### src/rtl/vga_scan_out.sv
// vga_scan_out: 640x480@60 scan timing, renderer-latency sync delay and registered VGA pin stage.
// Optional VGA_TEST_PATTERN_EN adds test_en and an 8-bar colour test pattern.
module vga_scan_out #(
  parameter int H_ACTIVE = 640,
  parameter int H_FP     = 16,
  parameter int H_SYNC   = 96,
  parameter int H_BP     = 48,
  parameter int V_ACTIVE = 480,
  parameter int V_FP     = 10,
  parameter int V_SYNC   = 2,
  parameter int V_BP     = 33,
  parameter int SYNC_POL = 0,
  parameter int PIPE_DLY = 1
) (
  input  logic        vga_clk,
  input  logic        vga_rst_n,
  input  logic [11:0] pixel_data,
`ifdef VGA_TEST_PATTERN_EN
  input  logic        test_en,
`endif
  output logic [9:0]  x_pos,
  output logic [9:0]  y_pos,
  output logic [3:0]  vga_r,
  output logic [3:0]  vga_g,
  output logic [3:0]  vga_b,
  output logic        hs,
  output logic        vs,
  output logic        frame_start
);
  localparam logic [9:0] HA   = 10'(H_ACTIVE);
  localparam logic [9:0] HS_B = 10'(H_ACTIVE + H_FP);
  localparam logic [9:0] HS_E = 10'(H_ACTIVE + H_FP + H_SYNC - 1);
  localparam logic [9:0] HT_M = 10'(H_ACTIVE + H_FP + H_SYNC + H_BP - 1);
  localparam logic [9:0] VA   = 10'(V_ACTIVE);
  localparam logic [9:0] VS_B = 10'(V_ACTIVE + V_FP);
  localparam logic [9:0] VS_E = 10'(V_ACTIVE + V_FP + V_SYNC - 1);
  localparam logic [9:0] VT_M = 10'(V_ACTIVE + V_FP + V_SYNC + V_BP - 1);
  localparam logic       SP   = 1'(SYNC_POL);

  logic [9:0]  r_h, r_v, w_h_nxt, w_v_nxt;
  logic        w_h_act, w_v_act, w_de, w_hs, w_vs;
  logic        r_de_d [PIPE_DLY];
  logic        r_hs_d [PIPE_DLY];
  logic        r_vs_d [PIPE_DLY];
  logic [11:0] r_rgb, w_src;
  logic        r_hs, r_vs, r_fs;

  assign w_h_nxt = (r_h == HT_M) ? '0 : r_h + 10'd1;
  assign w_v_nxt = (r_h != HT_M) ? r_v : (r_v == VT_M) ? '0 : r_v + 10'd1;
  assign w_h_act = r_h < HA;
  assign w_v_act = r_v < VA;
  assign w_de    = w_h_act && w_v_act;
  assign w_hs    = (r_h >= HS_B) && (r_h <= HS_E);
  assign w_vs    = (r_v >= VS_B) && (r_v <= VS_E);
  assign x_pos   = w_h_act ? r_h : '0;
  assign y_pos   = w_v_act ? r_v : '0;

`ifdef VGA_TEST_PATTERN_EN
  localparam logic [11:0] BARS [8] = '{12'hFFF, 12'h0FF, 12'hFF0, 12'h0F0,
                                       12'hF0F, 12'h00F, 12'hF00, 12'h000};
  logic [9:0] r_x_d [PIPE_DLY];
  logic [2:0] w_bar;
  // x travels with de so the bar index lines up with the delayed blanking
  always_ff @(posedge vga_clk or negedge vga_rst_n)
    if (!vga_rst_n) begin
      for (int i = 0; i < PIPE_DLY; i++) r_x_d[i] <= '0;
    end else begin
      r_x_d[0] <= x_pos;
      for (int i = 1; i < PIPE_DLY; i++) r_x_d[i] <= r_x_d[i-1];
    end
  assign w_bar = 3'(r_x_d[PIPE_DLY-1] / 10'd80);
  assign w_src = test_en ? BARS[w_bar] : pixel_data;
`else
  assign w_src = pixel_data;
`endif

  always_ff @(posedge vga_clk or negedge vga_rst_n)
    if (!vga_rst_n) begin
      r_h   <= '0;
      r_v   <= '0;
      r_fs  <= 1'b0;
      r_rgb <= '0;
      r_hs  <= ~SP;
      r_vs  <= ~SP;
      for (int i = 0; i < PIPE_DLY; i++) begin
        r_de_d[i] <= 1'b0;
        r_hs_d[i] <= 1'b0;
        r_vs_d[i] <= 1'b0;
      end
    end else begin
      r_h       <= w_h_nxt;
      r_v       <= w_v_nxt;
      r_fs      <= (w_h_nxt == '0) && (w_v_nxt == '0);
      r_de_d[0] <= w_de;
      r_hs_d[0] <= w_hs;
      r_vs_d[0] <= w_vs;
      for (int i = 1; i < PIPE_DLY; i++) begin
        r_de_d[i] <= r_de_d[i-1];
        r_hs_d[i] <= r_hs_d[i-1];
        r_vs_d[i] <= r_vs_d[i-1];
      end
      r_rgb <= r_de_d[PIPE_DLY-1] ? w_src : '0;
      r_hs  <= r_hs_d[PIPE_DLY-1] ? SP : ~SP;
      r_vs  <= r_vs_d[PIPE_DLY-1] ? SP : ~SP;
    end

  assign vga_b       = r_rgb[11:8];
  assign vga_g       = r_rgb[7:4];
  assign vga_r       = r_rgb[3:0];
  assign hs          = r_hs;
  assign vs          = r_vs;
  assign frame_start = r_fs;
endmodule
### config.mk
export PLATFORM = sky130hd
export DESIGN_NAME = vga_scan_out
export DESIGN_NICKNAME = d
export VERILOG_FILES = /design/src/rtl/vga_scan_out.sv
export SDC_FILE = /design/constraint.sdc
export NUM_CORES = 1
export LEC_CHECK = 0
export ABC_CLOCK_PERIOD_IN_PS = 2990
export CAP_MARGIN = 20
export CORE_MARGIN = 3
export CORE_UTILIZATION = 53
export DETAILED_ROUTE_END_ITERATION = 12
export PLACE_DENSITY = 0.9
export SLEW_MARGIN = 20
export SYNTH_ARGS = -nofsm -noshare
export SYNTH_HDL_FRONTEND = slang
export SYNTH_SLANG_ARGS = --single-unit
### constraint.sdc
create_clock -name vga_clk -period 2.99 [get_ports vga_clk]
set_input_delay 0.897 -clock vga_clk [delete_from_list [all_inputs] [get_ports vga_clk]]
set_output_delay 0.897 -clock vga_clk [all_outputs]
set_load 0.05 [all_outputs]
# After elaboration in Yosys (flattened, before gate mapping)
# Index checks and enable logic that the tools add are counted.
# op_classes
add_sub_neg,2
order_cmp,6
eq_ne,3
mux,8
n_reduce_logical,6
# ops
op,count
10-bit 2-to-1 mux,5
"10-bit by 1-bit adder with 10-bit output, second input constant",2
"10-bit == test, second input constant",2
10-bit logical NOT,2
12-bit 2-to-1 mux,1
"10-bit >= comparator, second input constant",1
"10-bit by 9-bit >= comparator with 1-bit output, second input constant",1
"10-bit less-or-equal comparator, second input constant",1
"10-bit by 9-bit less-or-equal comparator with 1-bit output, second input constant",1
"10-bit < comparator, second input constant",1
"10-bit by 9-bit < comparator with 1-bit output, second input constant",1
"10-bit != test, second input constant",1
1-bit logical AND,4
1-bit 2-to-1 mux,2
# totals
regBits,38
word_cells,34

# Logic depth before layout (Yosys ltp)
# Gate-level depths: netlist of run 1.
# depth
depth_word,5
ltp_mapped,8
ltp_nobuf,8

# Least setup slack after synthesis of run 1
# No wires, ideal clock.
# synth_path
kind,reg-to-output
startpoint,reg r_v[5]
endpoint,out y_pos[0]
arrival_time_ps,1883
path_slack_ps,210
stages_incl_launch_ff,5
n_path_buf,2
path_cell_list,dfrtp_1 -> clkbuf_1 -> and4_1 -> clkbuf_1 -> nor3_1
# synth_between
elab_chain_cells,2
# synth_rtl
element,line_no,text
from (decl),40,"logic [9:0] r_h, r_v, w_h_nxt, w_v_nxt;"
from (signal assigned),92,r_v <= w_v_nxt;
10-bit by 9-bit < comparator with 1-bit output,51,assign w_v_act = r_v < VA;
10-bit 2-to-1 mux,56,assign y_pos = w_v_act ? r_v : '0;
to (decl),22,"output logic [9:0] y_pos,"
# No other way between the ends.

# Worst setup path in the final report of run 1
# layout_path
startpoint,reg r_v[5]
endpoint,out y_pos[5]
# layout_between
elab_chain_cells,2
# layout_rtl
element,line_no
10-bit by 9-bit < comparator with 1-bit output,51
10-bit 2-to-1 mux (*),56
# Every way passes the cells marked *; elsewhere a longest branch is shown, timed or not.

==> impl_metrics.tcl, run 1 <==
set metrics [dict create \
    p_per_area_nw_per_um2 354.5 \
    wirelength_mm 4.447 \
    grt_pass1_vias 1587 \
    rr_endpoint "frame_start" \
    vias_per_cell 5.640 \
    cp_max_fo 8 \
    crit_family "simple AND/OR/NAND/NOR gates" \
    synth_edf_count 0 \
    syn_nets 228 \
    cp_slowest_cell "dfrtp_1" \
    status "finished, final reports clean" \
    holdWs_ps 350.5 \
    synth_cell_types 44 \
    start_kind "flop" \
    initial_utilization 0.5768 \
    clk_pin_slew_ps 80 \
    rows 21 \
    die-area_um2 4610 \
    grt_overflow_total 0 \
    crit_buf_inv 1 \
    rsz0062_at_grt "no" \
    path_class "flop to primary output" \
    synthArstFlopShare 1.000 \
    ys_warn_count 0 \
    power.switching_mw 0.2276 \
    final_util 0.7512 \
    critPathArrivalTime_ps 1900 \
    p_comb_frac 0.086 \
    final_cell_mix "36 x dfrtp_1, 29 x and2_1, 29 x clkdlybuf4s50_1" \
    finalCritPeriodShare 0.9340 \
    vdd_ir_drop_max_mv 0.2793 \
    n_antenna_cell 0 \
    hp-start "r_vs_d" \
    via_count 1675 \
    cts_tree "built" \
    drive_gt1_frac 0.1434 \
    layout_min_cycle_time_ps 2793 \
    synth_top_area_cell "dfrtp_1" \
    hold_path_end "vs" \
    seq_area_frac_synth 0.4695 \
    first_pass_iters 4 \
    cts_buffers 5 \
    root_buffer "clkbuf_8" \
    synth_top_area_share 0.4436 \
    fmax_mhz 358.1 \
    p_int_mw 0.7100 \
    hold_viol_final 0 \
    ys_ff_latch 38 \
    post-place-ws_ps 381.3 \
    min_path_type "flop to flop" \
    layout_commonest_cell "dfrtp_1" \
    tns_ps 0 \
    holdPathStages 1 \
    clk_latency_ps 300 \
    drtAntennaViolNets 0 \
    max_slew.worst_pin.slew_ps 820.8 \
    worst_setup_path_end_kind "primary output" \
    h-tree-depth 2 \
    fillerInstances 251 \
    drtIter0Drc 96 \
    placement.io_buffers 47 \
    r2r-start "r_h[0]" \
    cellLeakagePower_nw 1.126 \
    core_area_um2 3521 \
    finalMaxSlewViolations 0 \
    drcViolationCount 0 \
    setup_viol 0 \
    grt_first_pass_wirelength_mm 7.341 \
    synthTopCellsByArea "dfrtp_1 44%, and2_1 8.9%, xnor2_1 3.5%" \
    cts_buffer_depth 2 \
    track_usage 0.2154 \
    dieHeight_um 67.90 \
    crit_chain "and4_1 > nor2_1 > and2_1 > buf_12" \
    setup_ws_ps 197.4 \
    cts.sinks 38 \
    maxCapViolations 0 \
    maxSlewHeadroom 0.4528 \
    place_congestion 0.9322 \
    layout.cells.non_filler 297 \
    synth-main-ff-cell "dfrtp_1" \
    synth.avg_cell_area_um2 9.670 \
    r2r_slack_ps 680 \
    final_nets 269 \
    dpl.cell_count 290 \
    netlist_area_um2 2031 \
    die_w_um 67.90 \
    netSwitchingFraction 0.2427 \
    syn2layout_area_growth_pct 30.25 \
    cp.depth 4 \
    dpl.hpwl_mm 3.280 \
    ios 49 \
    reg2reg_depth 7 \
    grt_max_degree 39 \
    routedWlPerCell_um 14.97 \
    seqPwrFrac 0.559 \
    max_stage_delay_ps 470 \
    fin_skew_ps 11.00 \
    grt_antenna_before_repair 0 \
    holdBufCountCts 0 \
    synth_cells 210 \
    clkPwrFrac 0.355 \
    required_ps 2090 \
]
-- state kept, by name (all words and copies together) (netlist names) --
register and flops:
hs 1, r_hs_d 1, r_rgb 12, frame_start 1, r_vs_d 1, vs 1, r_h 10, r_v 10
r_de_d 1
-- per-stage QoR --
| stage | total power [mW] | area [um2] |
|---|---|---|
| floorplan | 0.5735 | 2031 |
| global placement | 0.6142 | 2564 |
| detailed placement | 0.6162 | 2564 |
| CTS | 0.9420 | 2643 |
| global route | 0.9702 | 2645 |
| finish | 0.9376 | 2645 |
-- area by class of cell --
class | count | area [um2] | share of cell area
clock inverters | 2 | 10.01 | 0.003784
repair buffers | 50 | 563.0 | 0.2129
inverters | 8 | 30.03 | 0.01135
flip-flops and latches | 38 | 953.4 | 0.3605
well taps | 46 | 57.56 | 0.02176
clock buffers | 5 | 68.82 | 0.02602
multi-input cells | 148 | 962.2 | 0.3638
-- timing repair --
action                                  in CTS  in global routing
endpoints found under the setup margin       0                  1
setup buffers                                0                  0
resized for setup                            0                  1
-- how the worst max path moves through the flow --
stage,start,end
finish,r_v[5],y_pos[5]
global route,r_v[5],y_pos[5]
CTS,r_v[5],y_pos[7]
detailed placement,r_v[5],y_pos[7]
global placement,r_v[5],y_pos[7]
floorplan,r_v[5],y_pos[0]
-- metal layers --
| metal | part of all wire | wire [um] | global-route usage |
|---|---|---|---|
| met5 | 0 | 0 | 0 |
| met4 | 0.025 | 111 | 0.08933 |
| met3 | 0.10 | 466 | 0.06732 |
| met2 | 0.45 | 1986 | 0.3354 |
| met1 | 0.42 | 1883 | 0.2778 |
-- synthesized netlist by cell type, drive strengths merged, types with 2 or more instances --
library cell and count:
dfrtp 36, and2 29, nand2 12, nor2 12
nand3 11, o21ai 11, nor3 9, buf 8
clkbuf 8, inv 8, xnor2 8, nand4 6
xor2 6, and4 4, ha 4, nor2b 4
nor4 4, nand2b 3, o31ai 3, a31oi 2
and3 2, dfstp 2, o22ai 2, or2 2
or3 2
-- worst register-to-register path: stages, from the launching register on --
cell and delay [ps]:
dfrtp_1 420, ha_1 250, and3_1 340, nand2_1 90, nor4_1 400, mux2i_1 250
nand4_1 110, nor4_1 330
-- power by group through the flow --
stage | sequential, mW | clock (mW) | combinational, mW
final | 0.524 | 0.333 | 0.0809
after floorplan | 0.564 | 0 | 0.00919
after CTS | 0.524 | 0.335 | 0.0825
after global placement | 0.534 | 0 | 0.0806
after detailed placement | 0.534 | 0 | 0.0823
after global routing | 0.524 | 0.359 | 0.0866
-- cell families (layout without fill, tap and decap cells) --
group                      count (synthesis)  in the layout  synth area share
and+or+nand+nor                          102            102            0.2908
DFF                                       38             38            0.4695
AOI/OAI and AO/OA                         25             25           0.08565
buffers and inverters                     24             65           0.05668
xor gates and xnor gates                  14             14           0.06038
adders and majority gates                  4              4           0.02465
muxes                                      2              2           0.01047
other                                      1              1          0.001847
(Power assumes the default switching activity.)
==> inputs of run 2 (changes only) <==
PLACE_DENSITY = 0.95   (was 0.9)
==> run 2 against run 1 <==
Net effect:
- fmax grew 1.6%
- clock power increased by 2%
- clock skew fell by 5.1 ps
- final cell count up 0.34%
- die area did not move
- flip-flop and latch count stayed put
- via count shrank 0.18%
- setup slack better by 43 ps
- wire length increased by 4.9%
- register-to-register slack worse by 240 ps
- critical endpoint unchanged
- largest power group unchanged
==> impl_metrics.tcl, run 2 (same netlist as run 1, synthesis figures left out) <==
set metrics [dict create \
    dpl.hpwl_mm 3.351 \
    wl_met2_mm 2.262 \
    final_util 0.7548 \
    setup_viol 0 \
    track_usage 0.2259 \
    initial_utilization 0.5768 \
    die-area_um2 4610 \
    via_count 1672 \
    rsz0062_at_grt "no" \
    maxSlewHeadroom 0.5758 \
    start_kind "flop" \
    dieHeight_um 67.90 \
    dpl.cell_count 291 \
    place_congestion 0.9369 \
    cp_max_fo 8 \
    finalCritPeriodShare 0.9195 \
    wirelength_mm 4.665 \
    crit_family "simple AND/OR/NAND/NOR gates" \
    drtAntennaViolNets 0 \
    clk_pin_slew_ps 80 \
    ios 49 \
    path_class "flop to primary output" \
    maxCapViolations 0 \
    layout.cells.non_filler 298 \
    vias_per_cell 5.611 \
    cp_slowest_cell "dfrtp_1" \
    rows 21 \
    max_slew.worst_pin.slew_ps 630.5 \
    hold_viol_final 0 \
    drtIter0Drc 145 \
    status "finished, final reports clean" \
    route.met3.wl_um 386 \
    fin_skew_ps 5.860 \
    grt_pass1_vias 1597 \
    clk_latency_ps 290 \
    required_ps 2090 \
    placement.io_buffers 47 \
    final_cell_mix "36 x dfrtp_1, 30 x clkdlybuf4s50_1, 29 x and2_1" \
    tns_ps 0 \
    grt_antenna_before_repair 0 \
    final_nets 270 \
    critPathArrivalTime_ps 1850 \
    layout_commonest_cell "dfrtp_1" \
    cts_buffer_depth 2 \
    die_w_um 67.90 \
    drive_gt1_frac 0.1429 \
    fillerInstances 237 \
    top_register "r_rgb" \
    cts_resized 0 \
    worst_setup_path_end_kind "primary output" \
    cts_tree "built" \
    syn2layout_area_growth_pct 30.87 \
    crit_buf_inv 1 \
    cts_setup_buffers 0 \
    vdd_ir_drop_max_mv 0.2411 \
    finalMaxSlewViolations 0 \
    grt_first_pass_wirelength_mm 7.693 \
    first_pass_iters 6 \
    holdBufCountCts 0 \
    met1_length_mm 1.948 \
    grt_overflow_total 0 \
    drcViolationCount 0 \
    grt_max_degree 39 \
    root_buffer "clkbuf_8" \
    p_per_area_nw_per_um2 355.8 \
    n_antenna_cell 0 \
    p_total_mw 0.9455 \
    highest_layer "met4" \
    biggestRegsByFlops "r_rgb (12), r_h (10), r_v (10)" \
    routedWlPerCell_um 15.65 \
    largest_register_ffs 12 \
    layout_min_cycle_time_ps 2749 \
    crit_chain "and4_1 > nor2_1 > and2_1 > buf_12" \
    h-tree-depth 2 \
    max_stage_delay_ps 460 \
    fmax_mhz 363.7 \
    cellLeakagePower_nw 1.131 \
    cts.sinks 38 \
    cts_buffers 5 \
    core_area_um2 3521 \
    min_path_type "flop to flop" \
]
==> run 2: worst register-to-register path: cells and delay by family (launching register included) <==
| family | cells | cell delay [ps] |
|---|---|---|
| fa+ha+maj | 1 | 260 |
| mux | 1 | 300 |
| simple gates | 5 | 1430 |
| flops | 1 | 420 |
==> run 2: metrics by stage <==
step                      cell area, um2  hold slack (ps)  setup slack, ps
after floorplan                     2031            336.7            210.1
after global placement              2576            338.3            396.8
after detailed placement            2576            341.3            370.9
final                               2658            351.8            240.6
after CTS                           2655            355.4            49.71
after global routing                2658            366.1            141.7
==> run 2: worst paths after layout <==
| check | startpoint | end | slack (ps) | depth (start not counted) |
|---|---|---|---|---|
| setup / recovery | r_v[5] | y_pos[5] | 240 | 4 |
| hold / removal | r_vs_d | vs | 350 | 1 |
| setup reg to reg | r_h[0] | frame_start | 440 | 7 |
| hold reg to reg | r_vs_d | vs | 350 | 1 |
| max in group asynchronous | vga_rst_n | hs | 1590 | 2 |
| min in group asynchronous | vga_rst_n | r_v[5] | 1050 | 2 |
==> run 2: layout make-up <==
class,instances,area (um2),area share
well taps,46,57.56,0.02166
multi-input cells,148,962.2,0.3621
clock inverters,2,10.01,0.003766
inverters,8,30.03,0.01130
flip-flops and latches,38,953.4,0.3588
repair buffers,51,575.6,0.2166
clock buffers,5,68.82,0.02589
==> run 2: per-layer routing <==
| metal | vias to the layer above | global-route usage |
|---|---|---|
| met1 | 799 | 0.2904 |
| met3 | 9 | 0.04433 |
| li1 | 794 | - |
| met5 | - | 0 |
| met2 | 70 | 0.3767 |
| met4 | 0 | 0.08437 |
==> run 2: power by group <==
part | total (mW) | switching, mW | internal [mW]
registers | 0.524 | 0.00204 | 0.522
clock network | 0.339 | 0.182 | 0.157
logic | 0.0830 | 0.0498 | 0.0332
total | 0.945 | 0.234 | 0.712
==> inputs of run 3 (changes only) <==
SLEW_MARGIN = 25   (was 20)
==> results of run 3 <==
No change in the layout: final DEF, timing and power equal those of run 2.
